### src/rtl/mem_port_arbiter_if.sv
// rtl/mem_port_arbiter_if.sv - fetch, memory-stage and backend signal bundle for mem_port_arbiter
interface mem_port_arbiter_if;
   // fetch port
   logic        f_req;
   logic [63:0] f_addr;
   logic        f_ack;
   logic [63:0] f_rdata;
   logic        f_err;

   // memory-stage port
   logic        m_req;
   logic        m_we;
   logic [63:0] m_addr;
   logic [63:0] m_wdata;
   logic        m_ack;
   logic [63:0] m_rdata;
   logic        m_err;

   // backend
   logic        mem_req;
   logic        mem_we;
   logic [63:0] mem_addr;
   logic [63:0] mem_wdata;
   logic [63:0] mem_rdata;
   logic        mem_rdy;

   // status
   logic        busy;

   // requesters and backend model drive the arbiter inputs
   modport master (
      output f_req, f_addr,
      output m_req, m_we, m_addr, m_wdata,
      output mem_rdata, mem_rdy,
      input  f_ack, f_rdata, f_err,
      input  m_ack, m_rdata, m_err,
      input  mem_req, mem_we, mem_addr, mem_wdata,
      input  busy
   );

   // arbiter view
   modport slave (
      input  f_req, f_addr,
      input  m_req, m_we, m_addr, m_wdata,
      input  mem_rdata, mem_rdy,
      output f_ack, f_rdata, f_err,
      output m_ack, m_rdata, m_err,
      output mem_req, mem_we, mem_addr, mem_wdata,
      output busy
   );
endinterface

### src/rtl/mem_port_arbiter.sv
// rtl/mem_port_arbiter.sv - two-port round-robin arbiter onto one backend memory port
module mem_port_arbiter #(
   parameter logic [63:0] ADDR_LIMIT = 64'd4095,
   parameter int unsigned TIMEOUT    = 15
) (
   input logic               clock,
   input logic               reset_n,
   mem_port_arbiter_if.slave bus
);
   // counter holds 0..TIMEOUT-1; the last value is the timeout cycle
   localparam int CNT_W = (TIMEOUT < 2) ? 1 : $clog2(TIMEOUT);

   typedef enum logic [1:0] {
      IDLE = 2'd0,
      BUSY = 2'd1,
      RESP = 2'd2
   } state_t;

   state_t           state;
   logic             last_owner_m;   // 1 when the memory-stage port won the previous grant
   logic             owner_m;        // owner of the transaction in flight
   logic [CNT_W-1:0] busy_cnt;

   logic             grant_m;
   logic             grant_f;
   logic             grant_any;
   logic [63:0]      grant_addr;
   logic             grant_we;
   logic [63:0]      grant_wdata;
   logic             grant_illegal;
   logic             timeout_hit;
   logic [63:0]      done_rdata;

   // grant choice: a lone requester wins, a tie goes to the port not served last
   always_comb begin
      grant_m       = 1'b0;
      grant_f       = 1'b0;
      grant_addr    = 64'd0;
      grant_we      = 1'b0;
      grant_wdata   = 64'd0;
      grant_m       = bus.m_req && (!bus.f_req || !last_owner_m);
      grant_f       = bus.f_req && !grant_m;
      if (grant_m) begin
         grant_addr  = bus.m_addr;
         grant_we    = bus.m_we;
         grant_wdata = bus.m_wdata;
      end else if (grant_f) begin
         grant_addr  = bus.f_addr;
      end
      grant_any     = grant_m || grant_f;
      grant_illegal = grant_addr > ADDR_LIMIT;
   end

   // completion terms for the BUSY state; mem_rdy on the timeout cycle still wins
   always_comb begin
      timeout_hit = (busy_cnt == CNT_W'(TIMEOUT - 1));
      done_rdata  = 64'd0;
      if (bus.mem_rdy && !bus.mem_we) begin
         done_rdata = bus.mem_rdata;
      end
   end

   // arbitration FSM; every port output is a register written here
   always_ff @(posedge clock or negedge reset_n) begin
      if (!reset_n) begin
         state         <= IDLE;
         last_owner_m  <= 1'b0;
         owner_m       <= 1'b0;
         busy_cnt      <= '0;
         bus.f_ack     <= 1'b0;
         bus.f_rdata   <= 64'd0;
         bus.f_err     <= 1'b0;
         bus.m_ack     <= 1'b0;
         bus.m_rdata   <= 64'd0;
         bus.m_err     <= 1'b0;
         bus.mem_req   <= 1'b0;
         bus.mem_we    <= 1'b0;
         bus.mem_addr  <= 64'd0;
         bus.mem_wdata <= 64'd0;
         bus.busy      <= 1'b0;
      end else begin
         case (state)
            IDLE: begin
               if (grant_any) begin
                  last_owner_m <= grant_m;
                  owner_m      <= grant_m;
                  bus.busy     <= 1'b1;
                  if (grant_illegal) begin
                     // out-of-range address never reaches the backend
                     state       <= RESP;
                     bus.m_ack   <= grant_m;
                     bus.m_err   <= grant_m;
                     bus.m_rdata <= 64'd0;
                     bus.f_ack   <= grant_f;
                     bus.f_err   <= grant_f;
                     bus.f_rdata <= 64'd0;
                  end else begin
                     state         <= BUSY;
                     busy_cnt      <= '0;
                     bus.mem_req   <= 1'b1;
                     bus.mem_we    <= grant_we;
                     bus.mem_addr  <= grant_addr;
                     bus.mem_wdata <= grant_wdata;
                  end
               end
            end

            BUSY: begin
               if (bus.mem_rdy || timeout_hit) begin
                  state         <= RESP;
                  bus.mem_req   <= 1'b0;
                  bus.mem_we    <= 1'b0;
                  bus.mem_addr  <= 64'd0;
                  bus.mem_wdata <= 64'd0;
                  bus.m_ack     <= owner_m;
                  bus.m_err     <= owner_m && !bus.mem_rdy;
                  bus.m_rdata   <= owner_m ? done_rdata : 64'd0;
                  bus.f_ack     <= !owner_m;
                  bus.f_err     <= !owner_m && !bus.mem_rdy;
                  bus.f_rdata   <= owner_m ? 64'd0 : done_rdata;
               end else begin
                  busy_cnt <= busy_cnt + 1'b1;
               end
            end

            RESP: begin
               // single-cycle pulse, then back to fresh arbitration
               state       <= IDLE;
               bus.busy    <= 1'b0;
               bus.f_ack   <= 1'b0;
               bus.f_rdata <= 64'd0;
               bus.f_err   <= 1'b0;
               bus.m_ack   <= 1'b0;
               bus.m_rdata <= 64'd0;
               bus.m_err   <= 1'b0;
            end

            default: begin
               state       <= IDLE;
               bus.busy    <= 1'b0;
               bus.mem_req <= 1'b0;
               bus.f_ack   <= 1'b0;
               bus.m_ack   <= 1'b0;
            end
         endcase
      end
   end

   // the two acknowledges are mutually exclusive
   a_ack_onehot: assert property (@(posedge clock) disable iff (!reset_n)
      !(bus.f_ack && bus.m_ack));

   // a backend request only exists while busy
   a_req_in_busy: assert property (@(posedge clock) disable iff (!reset_n)
      bus.mem_req |-> bus.busy);
endmodule

### src/flat_wrapper.sv
// flat-port wrapper written by rule: the top's interface ports become plain ports
module mem_port_arbiter_flat 
#(
   parameter logic [63:0] ADDR_LIMIT = 64'd4095,
   parameter int unsigned TIMEOUT    = 15
)
  (clock, reset_n, bus_f_req, bus_f_addr, bus_m_req, bus_m_we, bus_m_addr, bus_m_wdata, bus_mem_rdata, bus_mem_rdy, bus_f_ack, bus_f_rdata, bus_f_err, bus_m_ack, bus_m_rdata, bus_m_err, bus_mem_req, bus_mem_we, bus_mem_addr, bus_mem_wdata, bus_busy);
  mem_port_arbiter_if bus_i ();
  input logic clock;
  input logic reset_n;
  input wire logic [$bits(bus_i.f_req)-1:0] bus_f_req;
  input wire logic [$bits(bus_i.f_addr)-1:0] bus_f_addr;
  input wire logic [$bits(bus_i.m_req)-1:0] bus_m_req;
  input wire logic [$bits(bus_i.m_we)-1:0] bus_m_we;
  input wire logic [$bits(bus_i.m_addr)-1:0] bus_m_addr;
  input wire logic [$bits(bus_i.m_wdata)-1:0] bus_m_wdata;
  input wire logic [$bits(bus_i.mem_rdata)-1:0] bus_mem_rdata;
  input wire logic [$bits(bus_i.mem_rdy)-1:0] bus_mem_rdy;
  output wire logic [$bits(bus_i.f_ack)-1:0] bus_f_ack;
  output wire logic [$bits(bus_i.f_rdata)-1:0] bus_f_rdata;
  output wire logic [$bits(bus_i.f_err)-1:0] bus_f_err;
  output wire logic [$bits(bus_i.m_ack)-1:0] bus_m_ack;
  output wire logic [$bits(bus_i.m_rdata)-1:0] bus_m_rdata;
  output wire logic [$bits(bus_i.m_err)-1:0] bus_m_err;
  output wire logic [$bits(bus_i.mem_req)-1:0] bus_mem_req;
  output wire logic [$bits(bus_i.mem_we)-1:0] bus_mem_we;
  output wire logic [$bits(bus_i.mem_addr)-1:0] bus_mem_addr;
  output wire logic [$bits(bus_i.mem_wdata)-1:0] bus_mem_wdata;
  output wire logic [$bits(bus_i.busy)-1:0] bus_busy;
  assign bus_i.f_req = bus_f_req;
  assign bus_i.f_addr = bus_f_addr;
  assign bus_i.m_req = bus_m_req;
  assign bus_i.m_we = bus_m_we;
  assign bus_i.m_addr = bus_m_addr;
  assign bus_i.m_wdata = bus_m_wdata;
  assign bus_i.mem_rdata = bus_mem_rdata;
  assign bus_i.mem_rdy = bus_mem_rdy;
  assign bus_f_ack = bus_i.f_ack;
  assign bus_f_rdata = bus_i.f_rdata;
  assign bus_f_err = bus_i.f_err;
  assign bus_m_ack = bus_i.m_ack;
  assign bus_m_rdata = bus_i.m_rdata;
  assign bus_m_err = bus_i.m_err;
  assign bus_mem_req = bus_i.mem_req;
  assign bus_mem_we = bus_i.mem_we;
  assign bus_mem_addr = bus_i.mem_addr;
  assign bus_mem_wdata = bus_i.mem_wdata;
  assign bus_busy = bus_i.busy;
  mem_port_arbiter #(.ADDR_LIMIT(ADDR_LIMIT), .TIMEOUT(TIMEOUT)) u_core (.clock(clock), .reset_n(reset_n), .bus(bus_i));
endmodule
### config.mk
export PLATFORM = sky130hd
export DESIGN_NAME = mem_port_arbiter_flat
export DESIGN_NICKNAME = d
export VERILOG_FILES = /design/src/rtl/mem_port_arbiter_if.sv /design/src/rtl/mem_port_arbiter.sv /design/src/flat_wrapper.sv
export SDC_FILE = /design/constraint.sdc
export NUM_CORES = 1
export LEC_CHECK = 0
export BUFFER_PORTS_ARGS = -buffer_cell sky130_fd_sc_hd__buf_4
export CAP_MARGIN = 10
export CORE_AREA = 3 3 205 207
export DETAILED_ROUTE_END_ITERATION = 6
export DIE_AREA = 0 0 208 210
export PLACE_DENSITY_LB_ADDON = 0.15
export RECOVER_POWER = 100
export SLEW_MARGIN = 20
export SYNTH_ARGS = -nofsm -noshare
export SYNTH_HDL_FRONTEND = slang
export SYNTH_SLANG_ARGS = --single-unit
### constraint.sdc
create_clock -name clock -period 2 [get_ports clock]
set_input_delay 0.1 -clock clock [delete_from_list [all_inputs] [get_ports clock]]
set_output_delay 0.1 -clock clock [all_outputs]
set_load 0.1 [all_outputs]
==> results of run 1 <==
## cell usage after synthesis (all sizes together), types with 2 or more instances
cell,instances
o41ai,2
nand2,13
nand4,4
ha,6
a211oi,2
clkbuf,12
nor4,26
and3,3
mux2,14
mux2i,3
o21ai,2
nor3,2
a31oi,2
nand3,4
nand2b,2
inv,5
dfrtp,270
and2,53
a21oi,8
a221oi,4
a22o,205
buf,44
o22ai,2
and4,2
nor2,10
## metal layers
| layer | wire length, µm | part of all wire (%) | track usage (%) | up-vias |
|---|---|---|---|---|
| met1 | 17300 | 44 | 22.8 | 4455 |
| met5 | 13 | 0.033 | 0 | - |
| met3 | 3150 | 7.9 | 4.66 | 44 |
| met4 | 731 | 1.8 | 4.07 | 2 |
| met2 | 18500 | 47 | 26.6 | 405 |
| li1 | - | - | - | 4155 |
## metrics by stage
step | setup TNS [ns] | util, % | power, mW | area [µm²] | setup WS (ns)
2_1_floorplan | 0 | - | 17.2 | 10100 | 0.000865
3_3_place_gp | -97.04 | 36.9 | 21.2 | 15000 | -0.451
3_5_place_dp | -97.68 | 36.9 | 21.2 | 15000 | -0.486
4_1_cts | 0 | 43.9 | 28.0 | 17800 | 0.0144
5_1_grt | -1.07 | 42.8 | 28.9 | 17400 | -0.0409
6_report | 0 | 42.8 | 27.8 | 17400 | 0.0352
## what timing repair did
action                                  CTS  global route
hold endpoints to repair                476             0
endpoints found under the setup margin  142           211
buffers inserted                         14             1
hold buffers                            156             0
resized for setup                        21            28
pin swaps                                 5            62
cloned                                    2             8
## worst min path at each step
stage                             end  depth (start not counted)        start
3_3_place_gp   u_core.bus.f_rdata[60]                          1      reset_n
5_1_grt            u_core.busy_cnt[2]                          5  bus_mem_rdy
4_1_cts            u_core.busy_cnt[3]                          5  bus_mem_rdy
6_report           u_core.busy_cnt[3]                          5  bus_mem_rdy
2_1_floorplan         u_core.bus.busy                          0      reset_n
3_5_place_dp    u_core.bus.f_rdata[1]                          1      reset_n
## cell usage in the layout (no fill, tap or decap), drive strengths merged
master / Yosys / final
buf: 44 / 320
inv: 5 / 6
dlygate4sd3: 0 / 156
a31oi: 2 / 2
nor3: 2 / 2
o221ai: 1 / 1
a22o: 205 / 205
o41ai: 2 / 2
a21o: 1 / 2
clkinvlp: 0 / 2
and3: 3 / 3
nand3b: 1 / 1
nand2b: 2 / 2
a211o: 1 / 1
nor3b: 1 / 1
ha: 6 / 6
o21ai: 2 / 2
nor2b: 1 / 1
o22a: 1 / 1
bufinv: 0 / 2
a21boi: 1 / 1
mux2: 14 / 14
mux2i: 3 / 3
nor2: 10 / 10
clkinv: 0 / 7
nand2: 13 / 13
nand3: 4 / 4
a221oi: 4 / 4
a21oi: 8 / 8
nor4: 26 / 26
o32a: 1 / 1
clkbuf: 12 / 322
nand4: 4 / 4
and2: 53 / 53
o22ai: 2 / 2
dfrtp: 270 / 270
a211oi: 2 / 2
and4: 2 / 2
## cells by family (layout without fill, tap and decap cells)
| logic type | Yosys count | in the layout |
|---|---|---|
| AND/OR/NAND/NOR | 122 | 122 |
| flip-flops | 270 | 270 |
| buffers and inverters | 61 | 815 |
| AO/OA/AOI/OAI | 233 | 234 |
| adder cells (fa/ha/maj) | 6 | 6 |
| multiplexers | 17 | 17 |
## tightest hold or removal path: cells and delay by family
family	cells	cell delay [ns]
compound gates	2	0.18
buf+inv	2	0.25
simple gates	1	0.04
## flip-flops by register name, indices dropped and copies added (netlist names)
signal                flops
u_core.bus.busy           1
u_core.bus.f_ack          1
u_core.bus.f_err          1
u_core.bus.f_rdata       64
u_core.bus.m_ack          1
u_core.bus.m_err          1
u_core.bus.m_rdata       64
u_core.bus.mem_addr      64
u_core.bus.mem_req        1
u_core.bus.mem_wdata     64
u_core.bus.mem_we         1
u_core.busy_cnt           4
u_core.last_owner_m       1
u_core.state              2
## power groups by stage
stage	sequential [mW]	combinational (mW)	clock [mW]
6_report	7.22	14.8	5.72
5_1_grt	7.35	15.4	6.14
4_1_cts	7.22	14.9	5.92
3_5_place_dp	7.23	14.0	0
3_3_place_gp	7.29	13.9	0
2_1_floorplan	14.5	2.66	0
## cell type report
type,count,area (µm²),share of cell area [%]
clock buffers,45,898,5.17
inverters,5,18.8,0.108
well taps,532,666,3.83
clock inverters,12,138,0.792
flip-flops and latches,270,6760,38.9
multi-input cells,379,3190,18.3
repair buffers,753,5710,32.9
==> impl_metrics.csv, run 1 <==
group,metric,value,unit
layout,drive_gt1_share,46.2,%
sta,finalMaxSlewViolations,0,
critical_path,path_cells,"inv_1 -> ha_4 -> buf_4 -> a31oi_4 -> buf_6 -> nand2b_4 -> buf_12 -> buf_16 -> a22o_1",
critical_path,cp_slowest_cell,"dfrtp_2",
clock_tree,cts_buffers,31,
synth,yosysTopAreaCell,"dfrtp_1",
place,gp_congestion,0.837,
routing,drcViolationCount,0,
layout,antenna_cells,0,
sta,hold_ws,0.0694,ns
synth,syn_nets,977,
critical_path,crit_buf_inv,5,
critical_path,worstPathMaxFanout,22,
layout,nets,1708,
global_route,grt_max_degree,65,
global_route,antenna_found_initial,1,
synth,ys_async_sr_fraction,100,%
floorplan,start_util,24.8,%
critical_path,required,2.45,ns
critical_path,arrival,2.41,ns
synth,synth_area_leaders,"dfrtp_1 67%, a22o_1 18%, and2_1 3.2%",
routing,ant_nets,0,
routing,vias,9061,
power_and_ir_drop,swShare,50.5,%
power_and_ir_drop,leakagePower,8.99,nW
critical_path,reg2reg_from,"u_core.state[0]",
global_route,grt_pass1_vias,9639,
synth,synth_edf_count,0,
clock_tree,cts_tree,"yes",
routing,drt_pre_antenna_iters,4,
critical_path,slowest_delay,0.41,ns
place,hpwl,26.9,mm
place,dp.cells,1762,
global_route,overflow,0,
floorplan,placementRows,74,
floorplan,io-pin-count,525,
power_and_ir_drop,sequentialPowerShare,26.0,%
place,portBuffers,524,
sta,clock_skew,0.0281,ns
critical_path,path_class,"reg -> reg",
synth,synthSimpleGateAreaFrac,7.03,%
power_and_ir_drop,internal-power,13.8,mW
sta,final-setup-viol-count,0,
synth,synth_xor_area_share,0,%
floorplan,die_y,210,µm
critical_path,r2r_end,"u_core.bus.m_rdata[41]",
critical_path,r2r_setup_slack,0.04,ns
sta,rsz0062_at_grt,"true",
synth,syn_inst,709,
synth,synth-compound-area-share,20.2,%
global_route,track_usage,16.7,%
clock_tree,clockBufferDepth,3,
power_and_ir_drop,clkPwrFrac,20.6,%
critical_path,cp_num_cells,9,
power_and_ir_drop,power_density,1600,nW/µm²
global_route,grt_pass1_wl,58.6,mm
layout,fillers,3914,
critical_path,path_delay_family,"buffers and inverters",
synth,yosysSeqAreaShare,67.3,%
power_and_ir_drop,p_switching,14.0,mW
sta,final.min_clock_period,1.96,ns
synth,muxShareOfSynthArea,1.87,%
routing,wl_per_cell,19.9,µm
outcome,status,"completed",
clock_tree,clock_sinks,270,
critical_path,worst_r2r_path_depth,9,
floorplan,dieWidth,208,µm
clock_tree,h-tree-depth,1,
routing,via_per_inst,4.54,
clock_tree,clockRootBuffer,"clkbuf_16",
synth,synth_ff_type,"dfrtp_1",
synth,yosysTopAreaCellShare,67.3,%
sta,final_hold_viol_count,0,
power_and_ir_drop,max-vdd-ir-drop,1.63,mV
sta,worst_slew_pin_slew,1.32,ns
synth,synth_top_family_by_area,"compound AO/OA/AOI/OAI gates",
synth,netlist_area,10000,µm²
synth,syn_avg_cell_area,14.2,µm²
sta,fmax,509,MHz
floorplan,coreArea,40600,µm²
floorplan,dieArea,43700,µm²
clock_tree,clkTransAtPathRegs,0.06,ns
critical_path,start_kind,"register",
sta,finalCritPeriodShare,98.2,%
synth,synth_cell_types,38,
synth,yosys_register_bits,270,
synth,synthAdderAreaFrac,0.747,%
routing,routed_wl,39.7,mm
layout,instances_no_fill,1996,
min_path,min_path_type,"in -> reg",
critical_path,endpoint_kind,"register",
flow_run,cap_violations,0,
clock_tree,clock_latency,0.58,ns
sta,slew_headroom,11.8,%
synth,yosysWarnings,0,
critical_path,startpoint,"u_core.state[0]",
layout,syn_to_final_growth,73.0,%
routing,drtIter0Drc,518,
critical_path,crit_end,"u_core.bus.m_rdata[41]",
power_and_ir_drop,p_comb_share,53.4,%
No activity file was read; power rests on OpenSTA's default activity.
==> run 2: changes to the inputs <==
Clock period 2 ns to 2.2 ns, I/O delays scaled along.
==> run 2 against run 1 <==
The flow now finishes with violations (capacitance limit, slew limit). Sequential power fell by 9.3%. Largest power group unchanged. Register-to-register slack better by 0.11 ns. Sequential cell count is the same. Power fell by 14%. Maximum frequency down 4.6%. Highest routed layer is now met4.
==> impl_metrics.csv, run 2 (synthesis gave the netlist of run 1 again) <==
group,metric,value,unit
outcome,status,"finished with violations",
outcome,violations,"capacitance limit, slew limit",
layout,nets,1684,
critical_path,cp_slowest_cell,"dfrtp_1",
clock_tree,clkTransAtPathRegs,0.06,ns
floorplan,coreArea,40600,µm²
place,dp.cells,1756,
global_route,grt_pass1_vias,9636,
routing,drt_pre_antenna_iters,4,
floorplan,start_util,24.8,%
clock_tree,cts_buffers,31,
sta,final-setup-viol-count,0,
clock_tree,cts_tree,"yes",
routing,drcViolationCount,0,
floorplan,die_y,210,µm
flow_run,cap_violations,1,
place,portBuffers,524,
critical_path,slowest_delay,0.37,ns
power_and_ir_drop,max-vdd-ir-drop,1.35,mV
layout,instances_no_fill,1972,
floorplan,placementRows,74,
sta,rsz0062_at_grt,"false",
floorplan,dieArea,43700,µm²
global_route,overflow,0,
layout,final_util,41.5,%
layout,drive_gt1_share,43.5,%
critical_path,path_class,"reg -> reg",
sta,worst_slew_pin_slew,1.90,ns
sta,final_hold_viol_count,0,
routing,wl_met2,17.0,mm
sta,finalMaxSlewViolations,64,
routing,highest_layer,"met4",
floorplan,io-pin-count,525,
routing,via_per_inst,4.46,
sta,final.min_clock_period,2.06,ns
critical_path,path_delay_family,"compound AO/OA/AOI/OAI gates",
min_path,min_path_type,"in -> reg",
critical_path,crit_buf_inv,3,
place,gp_congestion,0.830,
place,hpwl,26.9,mm
global_route,grt_max_degree,67,
layout,antenna_cells,0,
global_route,antenna_found_initial,0,
critical_path,required,2.64,ns
critical_path,start_kind,"register",
layout,fin_area,16800,µm²
layout,syn_to_final_growth,67.7,%
routing,vias,8786,
critical_path,cp_common_cell,"nand2_1",
sta,slew_headroom,-26.9,%
global_route,grt_pass1_wl,56.8,mm
clock_tree,clock_sinks,270,
critical_path,path_cells,"inv_1 -> ha_1 -> nor2b_1 -> nand2_1 -> nand2_1 -> buf_4 -> a21o_4 -> clkbuf_2 -> a22o_1",
critical_path,arrival,2.50,ns
critical_path,worstPathMaxFanout,13,
sta,finalCritPeriodShare,93.6,%
clock_tree,clock_latency,0.56,ns
routing,wl_per_cell,18.7,µm
floorplan,dieWidth,208,µm
sta,tns,0,ns
routing,ant_nets,0,
routing,routed_wl,36.8,mm
place,placed_area,14900,µm²
power_and_ir_drop,leakagePower,8.76,nW
global_route,track_usage,16.1,%
critical_path,endpoint_kind,"register",
layout,mostFrequentLayoutCells,"287 x buf_4, 270 x dfrtp_1, 269 x clkbuf_2",
routing,met1_length,15.9,mm
sta,fmax,486,MHz
sta,clock_skew,0.0117,ns
routing,drtIter0Drc,407,
power_and_ir_drop,power_density,1420,nW/µm²
clock_tree,h-tree-depth,1,
layout,final_common_cell,"buf_4",
routing,wl_met3,3.05,mm
clock_tree,clockRootBuffer,"clkbuf_16",
clock_tree,clockBufferDepth,3,
[run 2: layout make-up]
type / count / area [µm²]
Sequential cell: 270 / 6760
Fill cell: 3983 / 23700
Clock inverter: 12 / 191
Inverter: 5 / 18.8
Timing Repair Buffer: 730 / 5330
Tap cell: 532 / 666
Clock buffer: 45 / 878
Multi-Input combinational cell: 378 / 3000
[run 2: metal layers]
metal  GRT usage (%)  up-vias
met5               0        -
met4            3.70        0
met3            4.91       52
met2            26.1      349
met1            21.5     4280
li1                -     4105
[run 2: timing repair]
| item | 4_1_cts | 5_1_grt |
|---|---|---|
| endpoints found under the setup margin | 22 | 128 |
| endpoints found under the hold margin | 326 | 0 |
| buffers inserted | 0 | 1 |
| resized for setup | 1 | 2 |
| hold buffers | 158 | 0 |
| cloned | 0 | 0 |
[run 2: power by group]
| part | switching [mW] | internal [mW] |
|---|---|---|
| clock | 2.04 | 3.34 |
| sequential | 0.611 | 5.94 |
| combinational | 9.49 | 2.51 |
| total | 12.1 | 11.8 |
[run 2: metrics by stage]
step / power (mW) / hold slack, ns / worst slack (ns)
detailed placement: 19.1 / 0.109 / -0.115
global placement: 19.1 / 0.117 / -0.136
CTS: 24.9 / 0.104 / 0.0406
floorplan: 15.6 / -0.186 / 0.0311
finish: 23.9 / 0.173 / 0.141
global route: 25.0 / 0.196 / 0.00419
[run 2: final timing paths]
path / endpoint / slack, ns / depth (start not counted) / start
min in group asynchronous: u_core.bus.f_rdata[18] / 0.61 / 2 / reset_n
min: u_core.state[0] / 0.17 / 7 / bus_f_addr[40]
max reg2reg: u_core.bus.mem_wdata[59] / 0.14 / 9 / u_core.state[1]
max: u_core.bus.mem_wdata[59] / 0.14 / 9 / u_core.state[1]
max in group asynchronous: u_core.bus.m_rdata[13] / 0.36 / 3 / reset_n
min reg2reg: u_core.bus.mem_addr[43] / 0.48 / 1 / u_core.bus.mem_addr[43]
[run 2: tightest hold or removal path, cell delays in order]
cell     delay, ns
buf_4         0.08
nor4_1        0.03
nand2_1       0.07
o41ai_2       0.10
nand3_1       0.08
buf_4         0.14
o21ai_0       0.07
